[src/rtl/dcj11_pkg.sv]
// dcj11_pkg: shared definitions for the DCJ11 DAL/AIO bus initiator.
// Holds the AIO cycle codes, the bank-select codes, the initiator state type,
// and the packing of the high address word onto the DAL.
package dcj11_pkg;

    localparam logic [3:0] NIO           = 4'b1111;
    localparam logic [3:0] GP_READ       = 4'b1110;
    localparam logic [3:0] INTERRUPT_ACK = 4'b1101;
    localparam logic [3:0] REQUEST_READ  = 4'b1100;
    localparam logic [3:0] RMW_NOLOCK    = 4'b1011;
    localparam logic [3:0] RMW_BUSLOCK   = 4'b1010;
    localparam logic [3:0] DATA_READ     = 4'b1001;
    localparam logic [3:0] DEMAND_READ   = 4'b1000;
    localparam logic [3:0] GP_WRITE      = 4'b0101;
    localparam logic [3:0] BYTE_WRITE    = 4'b0011;
    localparam logic [3:0] WORD_WRITE    = 4'b0001;

    localparam logic [1:0] BS_MEM = 2'b00;
    localparam logic [1:0] BS_SYS = 2'b01;
    localparam logic [1:0] BS_EXT = 2'b10;
    localparam logic [1:0] BS_INT = 2'b11;

    typedef enum logic [2:0] {
        S_IDLE,
        S_ADDR_LO,
        S_ADDR_HI,
        S_STB,
        S_REC
    } state_t;

    // High address word: addr[20] on DAL0, bank select on DAL7:6,
    // addr[21] on DAL8, addr[19:16] on DAL12:9, everything else zero.
    function automatic logic [15:0] pack_dal_hi(input logic [21:0] addr, input logic [1:0] bs);
        return {3'b000, addr[19:16], addr[21], bs[1], bs[0], 5'b00000, addr[20]};
    endfunction

endpackage

[src/rtl/dcj11_bus_initiator.sv]
// dcj11_bus_initiator: CPU-side bus-cycle initiator for the DCJ11 DAL/AIO bus.
// Ports:
//   clk, rst                        bus clock, asynchronous active-high reset
//   req_valid/req_ready             request handshake (accepted when both high)
//   req_aio, req_bs, req_addr, req_wdata  latched request fields
//   rsp_valid, rsp_rdata, rsp_nxm   one-cycle completion with read data / NXM flag
//   ale_n, sctl_n, bufctl_n, aio    bus control pins
//   dal_o, dal_oe, dal_i            multiplexed DAL drive, enable and sample
//   nxm_n                           non-existent-memory abort input
module dcj11_bus_initiator
    import dcj11_pkg::*;
#(
    parameter int T_LO  = 2,
    parameter int T_HI  = 2,
    parameter int T_STB = 4,
    parameter int T_REC = 2
) (
    input  logic        clk,
    input  logic        rst,
    input  logic        req_valid,
    output logic        req_ready,
    input  logic [3:0]  req_aio,
    input  logic [1:0]  req_bs,
    input  logic [21:0] req_addr,
    input  logic [15:0] req_wdata,
    output logic        rsp_valid,
    output logic [15:0] rsp_rdata,
    output logic        rsp_nxm,
    output logic        ale_n,
    output logic        sctl_n,
    output logic        bufctl_n,
    output logic [3:0]  aio,
    output logic [15:0] dal_o,
    output logic        dal_oe,
    input  logic [15:0] dal_i,
    input  logic        nxm_n
);

    state_t      state, state_n;
    logic [3:0]  cnt, cnt_n;
    logic [3:0]  aio_q;
    logic [1:0]  bs_q;
    logic [21:0] addr_q;
    logic [15:0] wdata_q;
    logic [15:0] rdata_q;
    logic        nxm_q;
    logic        rsp_pend;
    logic        last;
    logic        rd;
    logic        gp;
    logic        accept;

    assign last   = cnt == 4'd1;
    assign rd     = aio_q[3];
    assign gp     = aio_q == GP_READ || aio_q == GP_WRITE;
    assign accept = state == S_IDLE && req_valid;

    assign rsp_valid = rsp_pend;
    assign rsp_rdata = rdata_q;
    assign rsp_nxm   = rsp_pend & nxm_q;

    always_comb begin
        state_n   = state;
        cnt_n     = cnt - 4'd1;
        req_ready = 1'b0;
        ale_n     = 1'b1;
        sctl_n    = 1'b1;
        bufctl_n  = 1'b1;
        aio       = NIO;
        dal_o     = 16'h0000;
        dal_oe    = 1'b0;
        case (state)
            S_IDLE: begin
                req_ready = 1'b1;
                cnt_n     = cnt;
                // NIO skips the bus entirely and responds from a one-cycle REC.
                if (req_valid) begin
                    state_n = req_aio == NIO ? S_REC : S_ADDR_LO;
                    cnt_n   = req_aio == NIO ? 4'd1 : 4'(T_LO);
                end
            end
            S_ADDR_LO: begin
                ale_n  = 1'b0;
                aio    = aio_q;
                dal_oe = 1'b1;
                dal_o  = gp ? {8'h00, addr_q[7:0]} : addr_q[15:0];
                if (last) begin
                    state_n = S_ADDR_HI;
                    cnt_n   = 4'(T_HI);
                end
            end
            S_ADDR_HI: begin
                ale_n  = 1'b0;
                aio    = aio_q;
                dal_oe = 1'b1;
                dal_o  = pack_dal_hi(addr_q, bs_q);
                if (last) begin
                    state_n = S_STB;
                    cnt_n   = 4'(T_STB);
                end
            end
            S_STB: begin
                ale_n    = 1'b0;
                sctl_n   = 1'b0;
                aio      = aio_q;
                dal_oe   = ~rd;
                bufctl_n = ~rd;
                dal_o    = rd ? 16'h0000 : wdata_q;
                if (last) begin
                    state_n = S_REC;
                    cnt_n   = 4'(T_REC);
                end
            end
            S_REC: begin
                if (last) state_n = S_IDLE;
            end
            default: state_n = S_IDLE;
        endcase
    end

    always_ff @(posedge clk or posedge rst) begin
        if (rst) begin
            state    <= S_IDLE;
            cnt      <= 4'd0;
            aio_q    <= NIO;
            bs_q     <= BS_MEM;
            addr_q   <= 22'd0;
            wdata_q  <= 16'h0000;
            rdata_q  <= 16'h0000;
            nxm_q    <= 1'b0;
            rsp_pend <= 1'b0;
        end else begin
            state    <= state_n;
            cnt      <= cnt_n;
            rsp_pend <= state_n == S_REC && state != S_REC;
            if (accept) begin
                aio_q   <= req_aio;
                bs_q    <= req_bs;
                addr_q  <= req_addr;
                wdata_q <= req_wdata;
                nxm_q   <= 1'b0;
                if (req_aio == NIO) rdata_q <= 16'h0000;
            end
            if (state == S_STB) begin
                if (!nxm_n) nxm_q <= 1'b1;
                // The response word is settled on the last strobe edge so it
                // appears together with rsp_valid and then holds.
                if (last) rdata_q <= (rd && nxm_n && !nxm_q) ? dal_i : 16'h0000;
            end
        end
    end

endmodule

[config.mk]
export PLATFORM = sky130hd
export DESIGN_NAME = dcj11_bus_initiator
export DESIGN_NICKNAME = d
export VERILOG_FILES = /design/src/rtl/dcj11_pkg.sv /design/src/rtl/dcj11_bus_initiator.sv
export SDC_FILE = /design/constraint.sdc
export NUM_CORES = 1
export LEC_CHECK = 0
export ABC_AREA = 1
export CAP_MARGIN = 20
export CORE_MARGIN = 3
export CORE_UTILIZATION = 29
export CTS_CLUSTER_SIZE = 20
export DETAILED_ROUTE_END_ITERATION = 10
export HOLD_SLACK_MARGIN = 0.06
export REMOVE_ABC_BUFFERS = 1
export SLEW_MARGIN = 20
export SYNTH_ARGS = -nofsm -noshare
export SYNTH_HDL_FRONTEND = slang
export SYNTH_SLANG_ARGS = --single-unit
[constraint.sdc]
create_clock -name clk -period 5.9 [get_ports clk]
set_clock_uncertainty 0.1 [all_clocks]
set_input_delay 1.475 -clock clk [delete_from_list [all_inputs] [get_ports clk]]
set_output_delay 1.475 -clock clk [all_outputs]
set_load 0.01 [all_outputs]
==> results of run 1 <==
[synth_stat cells, drive strengths merged]
cell type  count  area [µm²]
nand2        198         771
dfrtp         65        1630
nand3         38         190
inv           26         100
o21ai         16        80.1
buf           15         113
nor2          12         103
a22o           5        43.8
dfstp          4         105
o211ai         3        22.5
a22oi          2        15.0
ha             2        25.0
nor3           2        21.3
a21oi          1        5.00
a31oi          1        6.26
nand4          1        6.26
o22ai          1        6.26
xnor2          1        8.76
[logic make-up (layout without fill, tap and decap cells)]
family / Yosys count / in the layout
compound gates: 29 / 29
xor+xnor: 1 / 1
fa+ha+maj: 2 / 2
buf+inv: 41 / 149
flops: 69 / 69
simple gates: 251 / 251
[worst max path at each step]
stage          slack, ns        end  startpoint  depth (start not counted)
6_report            1.76   dal_o[7]    state[1]                          5
5_1_grt             1.64   dal_o[7]    state[1]                          5
4_1_cts             1.79   dal_o[7]    state[1]                          5
3_5_place_dp        2.17   dal_o[7]    state[1]                          5
3_3_place_gp        2.25   dal_o[7]    state[1]                          5
2_1_floorplan       2.59  addr_q[0]         rst                          1
[where the power goes]
part	switching (mW)	internal [mW]	total [mW]
combinational	0.527	0.441	0.969
sequential	0.132	0.678	0.810
clock	0.182	0.305	0.486
total	0.841	1.42	2.27
[critical path, delay by kind of cell (launching register included)]
| family | cells | cell delay, ns |
|---|---|---|
| buf+inv | 2 | 0.75 |
| flops | 1 | 0.60 |
| simple gates | 2 | 0.67 |
| compound gates | 1 | 0.20 |
[state kept, by name, indices dropped and copies added (netlist names), 2 cells and up]
register / cells
rsp_rdata: 16
aio_q: 4
bs_q: 2
addr_q: 22
cnt: 4
state: 3
wdata_q: 16
[routing by layer]
| metal | share of wire (%) | up-vias | routed length, µm |
|---|---|---|---|
| met3 | 6.2 | 8 | 541 |
| met1 | 44 | 1333 | 3880 |
| met5 | 0 | - | 0 |
| met4 | 0.67 | 0 | 59 |
| met2 | 49 | 85 | 4260 |
| li1 | - | 1442 | - |
[through the flow]
step           cell area, µm²  util [%]  power, mW  hold slack (ns)  worst slack (ns)
5_1_grt                  4640      42.6       2.45            0.397              1.64
2_1_floorplan            3140         -       1.34            0.342              2.59
6_report                 4640      42.6       2.27            0.374              1.76
4_1_cts                  4640      42.6       2.30            0.377              1.79
3_3_place_gp             4380      40.2       1.77            0.355              2.25
3_5_place_dp             4380      40.2       1.80            0.359              2.17
[layout make-up]
class | instances | area (µm²)
Inverter | 26 | 100
Sequential cell | 69 | 1730
Clock buffer | 11 | 151
Multi-Input combinational cell | 283 | 1300
Tap cell | 140 | 175
Timing Repair Buffer | 107 | 1070
Clock inverter | 5 | 106
Fill cell | 1100 | 6250
==> flow_metrics.env, run 1 <==
export IMPL_start_util_pct=29.8
export IMPL_ys_ff_latch=69
export IMPL_wl_per_cell_um=13.6
export IMPL_crit_path_max_incr_delay_ns=0.60
export IMPL_worst_ep_arrival_time_ns=2.57
export IMPL_min_path_cells=2
export IMPL_muxShareOfSynthArea_pct=0
export IMPL_end_kind="output port"
export IMPL_critical_path_class="flop to output port"
export IMPL_final_cells=641
export IMPL_r2r_cells=6
export IMPL_p_leak_nw=2.29
export IMPL_ys_warn_count=0
export IMPL_drt_iter0_markers=142
export IMPL_track_usage_pct=14.6
export IMPL_clkSinkCount=69
export IMPL_grt_antenna_before_repair=0
export IMPL_clockRootBuffer="clkbuf_8"
export IMPL_rows=38
export IMPL_antennaDiodeCount=0
export IMPL_synthToLayoutAreaGrowth_pct=42.8
export IMPL_setup_viol=0
export IMPL_die_area_um2=12500
export IMPL_synth_compound_area_share_pct=5.51
export IMPL_max_slew_margin_pct=47.2
export IMPL_mostFrequentLayoutCells="191 x nand2_1, 106 x clkdlybuf4s50_1, 65 x dfrtp_1"
export IMPL_cp_start_kind="flop"
export IMPL_ios=107
export IMPL_ctsResizeCount=0
export IMPL_grt_busiest_layer="met2"
export IMPL_final_common_cell="nand2_1"
export IMPL_met2_usage_pct=23.8
export IMPL_clock_fmax_mhz=241
export IMPL_grt_pass1_wl_um=14700
export IMPL_clk_pin_slew_worst_paths_ns=0.07
export IMPL_power_density_nw_per_um2=488
export IMPL_hp_class="flop to flop"
export IMPL_die_w_um=112
export IMPL_holdCritStartpoint="addr_q[16]"
export IMPL_seq_area_frac_synth_pct=53.3
export IMPL_drcViolationCount=0
export IMPL_required_ns=4.32
export IMPL_dp_cells=625
export IMPL_synth_top_family_by_area="simple AND/OR/NAND/NOR gates"
export IMPL_synth_adder_area_share_pct=0.770
export IMPL_setup_tns_final_ns=0
export IMPL_cp_cell_sequence="nand2_1, nor2_1, inv_1, o211ai_1, clkdlybuf4s50_1"
export IMPL_htreeDepth=3
export IMPL_hpwlAfterDp_um=6150
export IMPL_grt_use_met1_pct=18.9
export IMPL_clk_latency_ns=0.34
export IMPL_drv_slew=0
export IMPL_grt_max_degree=56
export IMPL_cts_hold_fix_buffers=0
export IMPL_dr_pass1_iters=4
export IMPL_die_h_um=112
export IMPL_status="complete, no violations"
export IMPL_synthCells=393
export IMPL_grtUsageMet3_pct=4.08
export IMPL_cts_setup_buffers=0
export IMPL_vias=2868
export IMPL_clk_path_buf_depth=2
export IMPL_r2r_slack_ns=3.77
export IMPL_core_area_um2=10900
export IMPL_drv_cap=0
export IMPL_gr_total_overflow=0
export IMPL_r2r_start="state[1]"
export IMPL_finalHoldViolations=0
export IMPL_grt_pass1_vias=3008
export IMPL_crit_fanout=8
export IMPL_timing_rr_end="addr_q[3]"
export IMPL_numCtsBuffers=9
export IMPL_tightest_slew_ns=0.791
export IMPL_gp_congestion=0.778
export IMPL_ys_types=29
export IMPL_timing_final_crit_period_ns=4.14
export IMPL_netlist_area_um2=3250
export IMPL_rsz0062_at_grt="no"
export IMPL_drive_gt1_share_pct=7.58
export IMPL_yosys_area_share_simple_pct=33.6
export IMPL_vdd_ir_drop_worst_mv=0.172
export IMPL_synth_area_per_cell_um2=8.26
export IMPL_cts_tree="yes"
export IMPL_min_to="addr_q[16]"
export IMPL_final_antenna_net_count=0
export IMPL_finalCritPeriodShare_pct=70.2
export IMPL_port_buffers=106
export IMPL_routed_wl_um=8750
export IMPL_cp_slowest_cell="dfrtp_1"
export IMPL_fin_nets=562
export IMPL_synthXorXnorAreaFrac_pct=0.270
export IMPL_vias_per_cell=4.47
(Power assumes the default switching activity.)
==> inputs of run 2 (changes only) <==
==> constraint.sdc (replaced) <==
create_clock -name clk -period 3.6 [get_ports clk]
set_clock_uncertainty 0.1 [all_clocks]
set_input_delay 0.9 -clock clk [delete_from_list [all_inputs] [get_ports clk]]
set_output_delay 0.9 -clock clk [all_outputs]
set_load 0.01 [all_outputs]
==> flow_metrics.env, run 2 (same netlist as run 1, synthesis figures left out) <==
export IMPL_fin_nets=570
export IMPL_drv_slew=0
export IMPL_setup_viol=0
export IMPL_vias_per_cell=4.43
export IMPL_power_density_nw_per_um2=775
export IMPL_cp_start_kind="flop"
export IMPL_mostFrequentLayoutCells="191 x nand2_1, 106 x clkdlybuf4s50_1, 65 x dfrtp_1"
export IMPL_vdd_ir_drop_worst_mv=0.287
export IMPL_status="complete, no violations"
export IMPL_die_h_um=112
export IMPL_final_antenna_net_count=0
export IMPL_ctsResizeCount=0
export IMPL_cts_hold_fix_buffers=0
export IMPL_drt_iter0_markers=106
export IMPL_die_w_um=112
export IMPL_p_total_mw=3.61
export IMPL_timing_final_crit_period_ns=3.37
export IMPL_p_leak_nw=2.31
export IMPL_cts_tree="yes"
export IMPL_setup_tns_final_ns=0
export IMPL_cts_setup_buffers=0
export IMPL_gr_total_overflow=0
export IMPL_htreeDepth=3
export IMPL_tightest_slew_ns=0.533
export IMPL_rows=38
export IMPL_r2r_cells=5
export IMPL_finalCritPeriodShare_pct=93.6
export IMPL_track_usage_pct=14.2
export IMPL_wl_per_cell_um=13.3
export IMPL_clk_pin_slew_worst_paths_ns=0.07
export IMPL_hp_class="flop to flop"
export IMPL_routed_wl_um=8610
export IMPL_end_kind="output port"
export IMPL_drcViolationCount=0
export IMPL_required_ns=2.60
export IMPL_die_area_um2=12500
export IMPL_grt_antenna_before_repair=0
export IMPL_largest_reg_flops=22
export IMPL_cp_slowest_cell="dfrtp_1"
export IMPL_final_common_cell="nand2_1"
export IMPL_vias=2877
export IMPL_crit_path_max_incr_delay_ns=0.61
export IMPL_port_buffers=106
export IMPL_drv_cap=0
export IMPL_clk_path_buf_depth=2
export IMPL_worst_ep_arrival_time_ns=2.37
export IMPL_numCtsBuffers=9
export IMPL_antennaDiodeCount=0
export IMPL_clock_fmax_mhz=297
export IMPL_dr_pass1_iters=4
export IMPL_min_path_cells=2
export IMPL_dp_cells=629
export IMPL_clk_latency_ns=0.33
export IMPL_core_area_um2=10900
export IMPL_hpwlAfterDp_um=6250
export IMPL_rsz0062_at_grt="no"
export IMPL_crit_fanout=9
export IMPL_clockRootBuffer="clkbuf_8"
export IMPL_ios=107
export IMPL_largest_register="addr_q"
export IMPL_grt_max_degree=38
export IMPL_final_cells=649
export IMPL_clkSinkCount=69
export IMPL_grt_pass1_wl_um=14500
export IMPL_synthToLayoutAreaGrowth_pct=43.5
export IMPL_drive_gt1_share_pct=9.04
export IMPL_max_slew_margin_pct=64.4
export IMPL_gp_congestion=0.881
export IMPL_finalHoldViolations=0
export IMPL_critical_path_class="flop to output port"
export IMPL_cp_cell_sequence="nand3_1, nor2_4, buf_12, nand2_1, o211ai_1, clkdlybuf4s50_1"
export IMPL_grt_pass1_vias=2984
export IMPL_start_util_pct=29.8
[run 2: power breakdown]
group | switching (mW) | total, mW | internal, mW
registers | 0.211 | 1.32 | 1.11
logic | 0.868 | 1.64 | 0.771
clock network | 0.294 | 0.651 | 0.358
[run 2: per-layer routing]
| metal | track usage [%] | up-vias | part of all wire, % |
|---|---|---|---|
| li1 | - | 1461 | - |
| met2 | 22.9 | 67 | 48 |
| met5 | 0 | - | 0 |
| met1 | 19.6 | 1344 | 48 |
| met4 | 3.89 | 0 | 0.59 |
| met3 | 2.55 | 5 | 4.3 |
[run 2: worst paths after layout]
path	slack, ns	start	end
max	0.23	state[1]	dal_o[6]
max reg2reg	1.70	state[1]	state[0]
min in group asynchronous	0.83	rst	rsp_rdata[14]
max in group asynchronous	1.81	rst	aio_q[1]
min	0.37	addr_q[7]	addr_q[7]
min reg2reg	0.37	addr_q[7]	addr_q[7]
[run 2: through the flow]
stage / util (%) / setup WS (ns) / instance area, µm² / hold slack [ns]
4_1_cts: 42.4 / 0.123 / 4620 / 0.378
3_3_place_gp: 40.5 / 0.574 / 4410 / 0.355
6_report: 42.8 / 0.230 / 4660 / 0.374
3_5_place_dp: 40.5 / 0.496 / 4410 / 0.358
5_1_grt: 42.8 / 0.118 / 4660 / 0.395
2_1_floorplan: - / 0.867 / 3140 / 0.342
[run 2: cell type report]
cell class,count,area (µm²)
fill,1107,6230
sequential,69,1730
multi-input combinational,283,1300
timing repair buffer,115,1140
tap,140,175
clock buffer,11,151
inverter,26,100
clock inverter,5,58.8
[run 2: worst max-delay path: cells and delay by family (launching register included)]
| family | cells | cell delay [ns] |
|---|---|---|
| and+or+nand+nor | 3 | 0.60 |
| AOI/OAI and AO/OA | 1 | 0.09 |
| DFF | 1 | 0.61 |
| buffers and inverters | 2 | 0.73 |
==> inputs of run 3 (changes only) <==
==> constraint.sdc (replaced) <==
create_clock -name clk -period 3.6 [get_ports clk]
set_clock_uncertainty 0.1 [all_clocks]
set_input_delay 0.72 -clock clk [delete_from_list [all_inputs] [get_ports clk]]
set_output_delay 0.72 -clock clk [all_outputs]
set_load 0.01 [all_outputs]
==> flow_metrics.env, run 3 (same netlist as run 1, synthesis figures left out) <==
export IMPL_ctsResizeCount=0
export IMPL_fillers=1102
export IMPL_finalCritPeriodShare_pct=91.5
export IMPL_min_path_cells=2
export IMPL_clk_latency_ns=0.33
export IMPL_setup_slack_ns=0.308
export IMPL_clk_pin_slew_worst_paths_ns=0.07
export IMPL_hp_class="flop to flop"
export IMPL_drive_gt1_share_pct=7.94
export IMPL_clockRootBuffer="clkbuf_8"
export IMPL_core_area_um2=10900
export IMPL_drcViolationCount=0
export IMPL_hpwlAfterDp_um=6150
export IMPL_start_util_pct=29.8
export IMPL_htreeDepth=3
export IMPL_multiInputGateArea_um2=1300
export IMPL_path_depth=5
export IMPL_cp_cell_sequence="nand2_1, nor2_1, inv_1, o211ai_1, clkdlybuf4s50_1"
export IMPL_routed_wl_um=8400
export IMPL_cp_top_family="buffers and inverters"
export IMPL_cp_start_kind="flop"
export IMPL_required_ns=2.78
export IMPL_vias=2885
export IMPL_r2r_cells=6
export IMPL_mostFrequentLayoutCells="191 x nand2_1, 106 x clkdlybuf4s50_1, 65 x dfrtp_1"
export IMPL_worst_ep_arrival_time_ns=2.47
export IMPL_cts_tree="yes"
export IMPL_timing_final_crit_period_ns=3.29
export IMPL_ios=107
export IMPL_grt_max_degree=38
export IMPL_largest_register="addr_q"
export IMPL_crit_path_max_incr_delay_ns=0.60
export IMPL_grt_antenna_before_repair=0
export IMPL_cts_hold_fix_buffers=0
export IMPL_p_leak_nw=2.27
export IMPL_clk_path_buf_depth=2
export IMPL_power_density_nw_per_um2=761
export IMPL_cp_slowest_cell="dfrtp_1"
export IMPL_setup_viol=0
export IMPL_vias_per_cell=4.48
export IMPL_rsz0062_at_grt="no"
export IMPL_die_w_um=112
export IMPL_timing_rr_end="addr_q[7]"
export IMPL_register_area_um2=1730
export IMPL_largest_reg_flops=22
export IMPL_path_buf_inv=2
export IMPL_finalHoldViolations=0
export IMPL_die_area_um2=12500
export IMPL_grt_pass1_vias=2876
export IMPL_die_h_um=112
export IMPL_max_slew_margin_pct=62.1
export IMPL_crit_fanout=8
export IMPL_grt_pass1_wl_um=14000
export IMPL_setup_tns_final_ns=0
export IMPL_end_kind="output port"
export IMPL_gp_congestion=0.758
export IMPL_critical_path_class="flop to output port"
export IMPL_post_place_ws_ns=0.630
export IMPL_clock_fmax_mhz=304
export IMPL_cts_setup_buffers=0
export IMPL_antennaDiodeCount=0
export IMPL_wl_per_cell_um=13.0
export IMPL_holdCritStartpoint="addr_q[0]"
export IMPL_status="complete, no violations"
export IMPL_numCtsBuffers=9
export IMPL_track_usage_pct=13.8
export IMPL_fin_nets=565
export IMPL_final_antenna_net_count=0
export IMPL_min_to="addr_q[0]"
export IMPL_rows=38
export IMPL_final_common_cell="nand2_1"
export IMPL_tightest_slew_ns=0.566
export IMPL_dr_pass1_iters=4
export IMPL_synthToLayoutAreaGrowth_pct=41.0
export IMPL_r2r_slack_ns=1.73
export IMPL_gr_total_overflow=0
export IMPL_drt_iter0_markers=121
export IMPL_drv_slew=0
export IMPL_drv_cap=0
export IMPL_clkSinkCount=69
export IMPL_port_buffers=106
export IMPL_vdd_ir_drop_worst_mv=0.342
export IMPL_r2r_start="state[1]"
[run 3: cell count changes in the layout (fill, tap and decap cells not counted)]
| cell | change |
|---|---|
| buf_4 | -4 |
| clkinv_2 | +2 |
| buf_12 | -1 |
| bufinv_16 | -1 |
| clkbuf_1 | +1 |
| clkinv_4 | -1 |
| clkinvlp_4 | -1 |
[run 3: power by group]
| group | total [mW] | internal (mW) | switching, mW |
|---|---|---|---|
| clock | 0.562 | 0.284 | 0.277 |
| combinational | 1.60 | 0.734 | 0.866 |
| sequential | 1.32 | 1.11 | 0.209 |
[run 3: worst register-to-register path, delay by kind of cell, from the launching register on]
family / cells / cell delay [ns]
buf+inv: 1 / 0.34
flops: 1 / 0.53
simple gates: 5 / 0.84
[run 3: area by class of cell]
cell class                      count  share of cell area [%]
Sequential cell                    69                    37.8
Clock buffer                       12                    3.39
Multi-Input combinational cell    283                    28.5
Timing Repair Buffer              110                    23.8
Inverter                           26                    2.19
Tap cell                          140                    3.83
Clock inverter                      4                   0.492
[run 3: per-stage QoR]
| stage | cells | util, % | cell area (µm²) | hold WS, ns | power (mW) |
|---|---|---|---|---|---|
| 3_5_place_dp | 628 | 40.4 | 4400 | 0.359 | 2.96 |
| 4_1_cts | 644 | 42.1 | 4580 | 0.377 | 3.54 |
| 5_1_grt | 644 | 42.1 | 4580 | 0.392 | 3.78 |
| 3_3_place_gp | 628 | 40.4 | 4400 | 0.355 | 2.92 |
| 2_1_floorplan | 378 | - | 3140 | 0.342 | 2.20 |
| 6_report | 644 | 42.1 | 4580 | 0.370 | 3.48 |
[run 3: how the worst max path moves through the flow]
| stage | startpoint | end |
|---|---|---|
| floorplan | rst | addr_q[0] |
| global placement | state[1] | dal_o[6] |
| detailed placement | state[1] | dal_o[6] |
| CTS | state[1] | dal_o[6] |
| global route | state[1] | dal_o[6] |
| finish | state[1] | dal_o[6] |
[run 3: metal layers]
layer	global-route usage, %	part of all wire (%)	up-vias
li1	-	-	1448
met1	18.5	47	1370
met2	22.1	48	59
met3	3.53	4.5	8
met4	4.30	0.65	0
met5	0	0	-
